`src/rtl/ddr_sample_pkg.sv`:
```
// Shared definitions for the DDR sample transmit path: FSM state encoding,
// state width and the code driven onto the sample bus when no data is sent.
package ddr_sample_pkg;

    localparam int STATE_W = 2;

    typedef enum logic [STATE_W-1:0] {
        ST_IDLE  = 2'd0,
        ST_PRIME = 2'd1,
        ST_RUN   = 2'd2
    } tx_state_t;

    // Midscale in two's complement is all zeros.
    localparam int MIDSCALE_CODE = 0;

endpackage

```
`src/rtl/ddr_sample_tx.sv`:
```
// Transmit-side sample streamer: two samples per clock enter through a
// valid/ready handshake into a small FIFO and leave as registered word pairs
// with frame and sync markers.
// Optional ramp test pattern: define DDR_SAMPLE_TX_PATTERN_EN.
//
// state | meaning
// IDLE  | FIFO flushed, outputs at midscale, waiting for tx_enable
// PRIME | filling FIFO to half depth before streaming
// RUN   | one pair popped and emitted per cycle
module ddr_sample_tx
    import ddr_sample_pkg::*;
#(
    parameter int NBITS       = 12,
    parameter int FIFO_DEPTH  = 4,
    parameter int SYNC_PERIOD = 1024
) (
    input  logic               clk,
    input  logic               rst_n,
    input  logic               tx_enable,
    input  logic               s_valid,
    output logic               s_ready,
    input  logic [NBITS-1:0]   s_d0,
    input  logic [NBITS-1:0]   s_d1,
    input  logic               sync_req,
    input  logic               pattern_sel,
    output logic [NBITS-1:0]   tx_d0,
    output logic [NBITS-1:0]   tx_d1,
    output logic               tx_frame,
    output logic               tx_sync,
    output logic               underflow,
    output logic [STATE_W-1:0] state
);

    localparam int PTR_W = $clog2(FIFO_DEPTH);
    localparam int CNT_W = PTR_W + 1;
    localparam int FRM_W = $clog2(SYNC_PERIOD);
    localparam logic [NBITS-1:0] IDLE_CODE = NBITS'(MIDSCALE_CODE);
    localparam logic [CNT_W-1:0] CNT_FULL  = CNT_W'(FIFO_DEPTH);
    localparam logic [CNT_W-1:0] CNT_HALF  = CNT_W'(FIFO_DEPTH / 2);

    tx_state_t          st_q;
    tx_state_t          st_d;
    logic [2*NBITS-1:0] fifo_mem [FIFO_DEPTH];
    logic [PTR_W-1:0]   wr_ptr;
    logic [PTR_W-1:0]   rd_ptr;
    logic [CNT_W-1:0]   fifo_cnt;
    logic [FRM_W-1:0]   frame_cnt;
    logic               sync_pend;
    logic               fifo_empty;
    logic               push;
    logic               pop;
    logic               pat_on;
    logic               run_out;
    logic               mark_frame;

`ifdef DDR_SAMPLE_TX_PATTERN_EN
    logic [NBITS-1:0] ramp;

    assign pat_on = pattern_sel;

    // Ramp restarts at zero every time RUN is entered.
    always_ff @(posedge clk) begin
        if (!rst_n || st_q != ST_RUN) begin
            ramp <= '0;
        end else if (run_out) begin
            ramp <= ramp + NBITS'(2);
        end
    end
`else
    logic unused_pattern_sel;

    assign unused_pattern_sel = pattern_sel;
    assign pat_on             = 1'b0;
`endif

    assign fifo_empty = (fifo_cnt == '0);
    assign s_ready    = rst_n && tx_enable && (fifo_cnt != CNT_FULL);
    assign push       = s_valid && s_ready;
    // A word is emitted this cycle: FIFO data, or the ramp in pattern mode.
    assign run_out    = (st_q == ST_RUN) && tx_enable && (pat_on || !fifo_empty);
    assign pop        = run_out && !pat_on;
    assign mark_frame = run_out && (frame_cnt == '0);
    assign state      = st_q;

    // State register.
    always_ff @(posedge clk) begin
        if (!rst_n) begin
            st_q <= ST_IDLE;
        end else begin
            st_q <= st_d;
        end
    end

    // Next-state logic; dropping tx_enable always returns to IDLE.
    always_comb begin
        st_d = st_q;
        if (!tx_enable) begin
            st_d = ST_IDLE;
        end else begin
            case (st_q)
                ST_IDLE:  st_d = pat_on ? ST_RUN : ST_PRIME;
                ST_PRIME: if (pat_on || fifo_cnt >= CNT_HALF) st_d = ST_RUN;
                ST_RUN:   if (!pat_on && fifo_empty) st_d = ST_PRIME;
                default:  st_d = ST_IDLE;
            endcase
        end
    end

    // FIFO storage; entries need no reset because the count gates reads.
    always_ff @(posedge clk) begin
        if (push) begin
            fifo_mem[wr_ptr] <= {s_d1, s_d0};
        end
    end

    // FIFO pointers and count; cleared whenever the run request drops.
    always_ff @(posedge clk) begin
        if (!rst_n || !tx_enable) begin
            wr_ptr   <= '0;
            rd_ptr   <= '0;
            fifo_cnt <= '0;
        end else begin
            if (push) wr_ptr <= wr_ptr + PTR_W'(1);
            if (pop)  rd_ptr <= rd_ptr + PTR_W'(1);
            fifo_cnt <= fifo_cnt + CNT_W'(push) - CNT_W'(pop);
        end
    end

    // Output word, frame/sync markers, frame counter and sticky underflow.
    always_ff @(posedge clk) begin
        if (!rst_n) begin
            tx_d0     <= IDLE_CODE;
            tx_d1     <= IDLE_CODE;
            tx_frame  <= 1'b0;
            tx_sync   <= 1'b0;
            frame_cnt <= '0;
            sync_pend <= 1'b0;
            underflow <= 1'b0;
        end else begin
            tx_d0 <= IDLE_CODE;
            tx_d1 <= IDLE_CODE;
            if (pop) begin
                tx_d0 <= fifo_mem[rd_ptr][NBITS-1:0];
                tx_d1 <= fifo_mem[rd_ptr][2*NBITS-1:NBITS];
            end
`ifdef DDR_SAMPLE_TX_PATTERN_EN
            else if (run_out) begin
                tx_d0 <= ramp;
                tx_d1 <= ramp + NBITS'(1);
            end
`endif
            tx_frame  <= mark_frame;
            tx_sync   <= mark_frame && sync_pend;
            frame_cnt <= run_out ? frame_cnt + FRM_W'(1) : '0;

            // A request landing on a serviced frame stays pending for the next.
            if (st_d == ST_IDLE) begin
                sync_pend <= 1'b0;
            end else if (sync_req) begin
                sync_pend <= 1'b1;
            end else if (mark_frame) begin
                sync_pend <= 1'b0;
            end

            if (st_q == ST_IDLE && st_d == ST_PRIME) begin
                underflow <= 1'b0;
            end else if (st_q == ST_RUN && tx_enable && !pat_on && fifo_empty) begin
                underflow <= 1'b1;
            end
        end
    end

endmodule

```
`config.mk`:
```
export PLATFORM = sky130hd
export DESIGN_NAME = ddr_sample_tx
export DESIGN_NICKNAME = d
export VERILOG_FILES = /design/src/rtl/ddr_sample_pkg.sv /design/src/rtl/ddr_sample_tx.sv
export SDC_FILE = /design/constraint.sdc
export NUM_CORES = 1
export LEC_CHECK = 0
export BUFFER_PORTS_ARGS = -buffer_cell sky130_fd_sc_hd__buf_2
export CAP_MARGIN = 20
export CORE_MARGIN = 1
export CORE_UTILIZATION = 62
export DETAILED_ROUTE_END_ITERATION = 8
export PLACE_DENSITY = 0.86
export SETUP_SLACK_MARGIN = 0.05
export SYNTH_ARGS = -nofsm -noshare
export SYNTH_HDL_FRONTEND = slang
export SYNTH_SLANG_ARGS = --single-unit
```
`constraint.sdc`:
```
create_clock -name clk -period 6.1 [get_ports clk]
set_clock_uncertainty 0.05 [all_clocks]
set_input_delay 1.22 -clock clk [delete_from_list [all_inputs] [get_ports clk]]
set_output_delay 1.22 -clock clk [all_outputs]
set_load 0.005 [all_outputs]
```
Word-level counts from Yosys, hierarchy flattened. Memories as Yosys holds them, arrays and structs flattened. A register that Yosys moved wholly into a read port is not among the register bits. Index checks and enable logic that the tools add are counted.

Bitwise logic cells: 1. Equality and inequality tests: 4. Reduce and logical (&&, ||, !) cells: 22. Muxes and demuxes: 8. Add/sub/neg operators: 5. $lt $le $gt $ge: 1.

Operator list (count): adder 10 x 1 -> 10 bit, second input constant (1); zero test 10 bit (1); logical AND 1 bit (9); two-way mux 2 bit (3); one-hot mux 2 bit (3 select lines) (1); adder 2 x 1 -> 2 bit, second input constant (2); == test 2 x 1 -> 1 bit, second input constant (2); zero test 1 bit (4); zero test 2 bit (2); two-way mux 1 bit (4); OR reduction 2 bit (2); adder 3 x 1 -> 3 bit (1); greater-or-equal comparator 3 x 2 -> 1 bit, second input constant (1); zero test 3 bit (1); inequality test 3 bit, second input constant (1); subtractor 3 x 1 -> 3 bit (1); == test 2 bit, second input constant (1); AND reduction 2 bit (1); nonzero test 2 bit (1); logical OR 1 bit (1); inverter 1 bit (1).

Register bits: 23. Output and inout port bits: 30. Memories kept: 1. Memory bits (writable): 96. Input port bits: 30. Word-level logic and storage cells: 51.

Memories: fifo_mem (depth 4, bits a word 24, read ports 1, clocked after memory_dff 1, write ports 1, line ddr_sample_tx.sv:43) `logic [2*NBITS-1:0] fifo_mem [FIFO_DEPTH];`.

Longest topological paths before layout.
Depth after elaboration: 7. Depth in mapped cells: 10. Gate-level depth less buffers: 9.

Worst setup path after synthesis. OpenSTA, ideal clock, no wires.

Kind: input to register. Start point: in s_valid. End point: reg fifo_cnt[1]. Cell stages on the path: 9. Setup time: 0.115 ns. Buffers on the path: 1. Slack: 3.148 ns. Data arrival time: 2.787 ns. Data required time: 5.935 ns. Cells stage by stage: and3_1 clkbuf_1 and2_1 inv_1 ha_1 inv_1 ha_1 fa_1 and3_1.

Cells in the longest elaborated chain, start to end: 3.

Ends and longest elaborated chain: start, declared (line ddr_sample_tx.sv:20) `input logic s_valid,`; logical AND 1 bit (line ddr_sample_tx.sv:78) `assign push = s_valid && s_ready;`; adder 3 x 1 -> 3 bit (line ddr_sample_tx.sv:125) `fifo_cnt <= fifo_cnt + CNT_W'(push) - CNT_W'(pop);`; subtractor 3 x 1 -> 3 bit (line ddr_sample_tx.sv:125); end signal, assigned (line ddr_sample_tx.sv:125); end, declared (line ddr_sample_tx.sv:46) `logic [CNT_W-1:0] fifo_cnt;`.

Every way passes these cells. A chain may end at the register's enable or synchronous reset.

Worst setup path in the final report.
Start point: in rst_n. End point: out s_ready.

Cells in the longest elaborated chain, start to end: 2.

Ends and longest elaborated chain: start, declared (line ddr_sample_tx.sv:18) `input logic rst_n,`; logical AND 1 bit (2 in series) (line ddr_sample_tx.sv:77) `assign s_ready = rst_n && tx_enable && (fifo_cnt != CNT_FULL);`; end, declared (line ddr_sample_tx.sv:21) `output logic s_ready,`.

Every way passes these cells.

==> reports/results.ini <==
[status]
outcome=finished, final reports clean

[clock_network]
cts_made_buffers=17
clk_latency_ns=0.52
clk_pin_slew_ns=0.06
clockBufferDepth=2
cts_setup_buffers=0
root_buffer=clkbuf_8
cts_tree=done
hold_buffers=0
cts.htree.levels=4
cts_sinks=143
cts_resized=0

[sta]
grt_setup_unrepaired=false
worst_slew_pin_slew_ns=0.9368
finalHoldViolCount=0
max_freq_ghz=0.3149
setup-tns-final_ns=0
drv_slew=0
finalSetupViolations=0
holdWs_ns=0.3909
finalCritPeriodShare_pct=52.07
min_period_ns=3.176
slew-limit-headroom_pct=37.50

[critical_path]
critPathMaxFanout=9
worstPathArrival_ns=1.91
timing.critical_path.to_type=primary output
r2r_end=fifo_cnt[1]$_SDFF_PP0_
worstSetupPathType=input port to primary output
worstPathRequired_ns=4.83
r2r_start=fifo_cnt[0]$_SDFF_PP0_
start_kind=input port
rr_worst_depth=7
ff2ff_setup_slack_ns=3.75

[floorplan]
io_pins=60
core_area_mm2=0.008217
die_w_um=94.29
die_h_um=94.29
start_util_pct=64.26
dieArea_mm2=0.008890
row_count=33

[synth]
synth_top_family_by_area=multiplexers
synthAdderAreaFrac_pct=2.512
ys_top_cells_by_count=edfxtp_1 (96), dfxtp_1 (47), and3_1 (32), mux4_2 (17), inv_1 (12)
syn-cell-area_mm2=0.005280
synth.ff_latch_count=143
synth.distinct_cells=43
synth_mux_area_share_pct=10.73
yosys.area_share.xor_xnor_pct=0.6635
synth_top_area_cell=edfxtp_1
synthTopCellsByArea=edfxtp_1 (55%), dfxtp_1 (18%), mux4_2 (7.3%), and3_1 (3.8%), mux4_1 (3.5%)
synth_nets=346
synth_top_area_share_pct=54.60
yosysMostFrequentCell=edfxtp_1
synth_simple_gate_area_share_pct=8.294
ys_warn_count=0
synth_compound_area_share_pct=2.701
async_flop_share_pct=0
synth_cells=306
synth_ff_type=edfxtp_1
synth.avg_cell_area_um2=17.26
synth_seq_area_share_pct=72.42
synth_edf_count=96

[detailed_routing]
vias_per_cell=5.937
wl_met3_um=451
first_pass_iters=5
drtIter0Drc=165
finalWirelength_um=9674
top_layer=met4
wl_met2_um=5088
ant_nets=0
drcViolationCount=0
post_drt_wl_per_cell_um=19.70
met1_length_um=3785
vias=2915

[global_routing]
grt_overflow=0
grt_pass1_wl_um=14940
grt_pass1_vias=2990
track_usage_pct=24.16
grt_max_degree=29
antenna_found_initial=0

[cells_and_area]
multi_input_area_mm2=0.001315
drive_above_1_share_pct=30.31
antenna_cells=0
fillers=446
areaGrowthSynthToFinish_pct=17.51
seqCellArea_mm2=0.003825
nets=413

[power_and_ir_drop]
power_density_mw_per_mm2=326.0
peakVddDrop_uv=269.5
leakage_nw=2.338

[hold_path]
hold_class=register to register
worstHoldStart=sync_pend$_SDFFE_PP0P_
hold_depth=2
whs_endpoint=tx_sync$_SDFF_PN0_

[placement]
gp_congestion=0.8230
io_buffer_count=58
dp_hpwl_um=5512

[job]
cap_violations=0

-- cells in the final DEF (no fill, tap or decap), types with 6 or more instances in the layout --
cell type	count
edfxtp_1	96
buf_2	58
dfxtp_1	46
and3_1	32
mux4_2	17
clkbuf_16	16
inv_1	12
nor2_1	10
ha_1	9
a21oi_1	8
mux4_1	7
or3_1	6
-- area by class of cell --
class                           instances  area share [%]
Sequential cell                       143           61.65
Clock inverter                         14           2.037
Clock buffer                           18           6.897
Timing Repair Buffer                   63           5.283
Multi-Input combinational cell        135           21.19
Inverter                               13          0.8268
Tap cell                              105           2.117
-- kinds of logic after synthesis --
family | Yosys count
simple gates | 74
mux | 24
buf+inv | 28
xor+xnor | 4
fa+ha+maj | 10
compound gates | 23
flops | 143
-- state kept, by name, summed over array words and instances (netlist names) --
signal / flops
state: 2
wr_ptr: 2
tx_sync: 1
underflow: 1
fifo_mem: 96
rd_ptr: 2
sync_pend: 1
frame_cnt: 10
fifo_cnt: 3
tx_d1: 12
tx_d0: 12
tx_frame: 1
-- routing by layer --
metal,vias to the layer above,track usage [%]
met4,0,16.15
met1,1456,27.51
li1,1322,-
met5,-,0
met2,107,39.31
met3,30,7.282
-- worst max-delay path by stage --
stage,cells after the start,from,end,slack (ns)
after floorplan,9,s_valid,fifo_cnt[1]$_SDFF_PP0_,3.15
after global placement,4,rst_n,s_ready,2.97
after detailed placement,4,rst_n,s_ready,2.98
after CTS,4,rst_n,s_ready,2.95
after global routing,4,rst_n,s_ready,2.83
final,4,rst_n,s_ready,2.92
-- through the flow --
step | std cells | total power, mW | util, % | setup WS, ns | cell area, um^2
final | 491 | 2.023 | 75.51 | 2.924 | 6205
after global routing | 491 | 2.071 | 75.51 | 2.832 | 6205
after detailed placement | 459 | 1.097 | 68.77 | 2.975 | 5650
after floorplan | 306 | 1.077 | - | 3.148 | 5280
after global placement | 459 | 1.094 | 68.77 | 2.969 | 5650
after CTS | 491 | 2.031 | 75.51 | 2.948 | 6205
-- power breakdown --
group | switching (mW) | total [mW] | leakage [nW] | internal (mW)
Combinational | 0.0200 | 0.0346 | 0.829 | 0.0146
Clock | 0.421 | 0.945 | 0.262 | 0.525
Sequential | 0.00269 | 1.04 | 1.25 | 1.04
Total | 0.443 | 2.02 | 2.34 | 1.58
-- critical path, stage by stage --
cell	delay (ns)
buf_2	0.14
nand2_1	0.25
nor2b_1	0.17
buf_2	0.12
No activity file was read; power rests on OpenSTA's default activity.
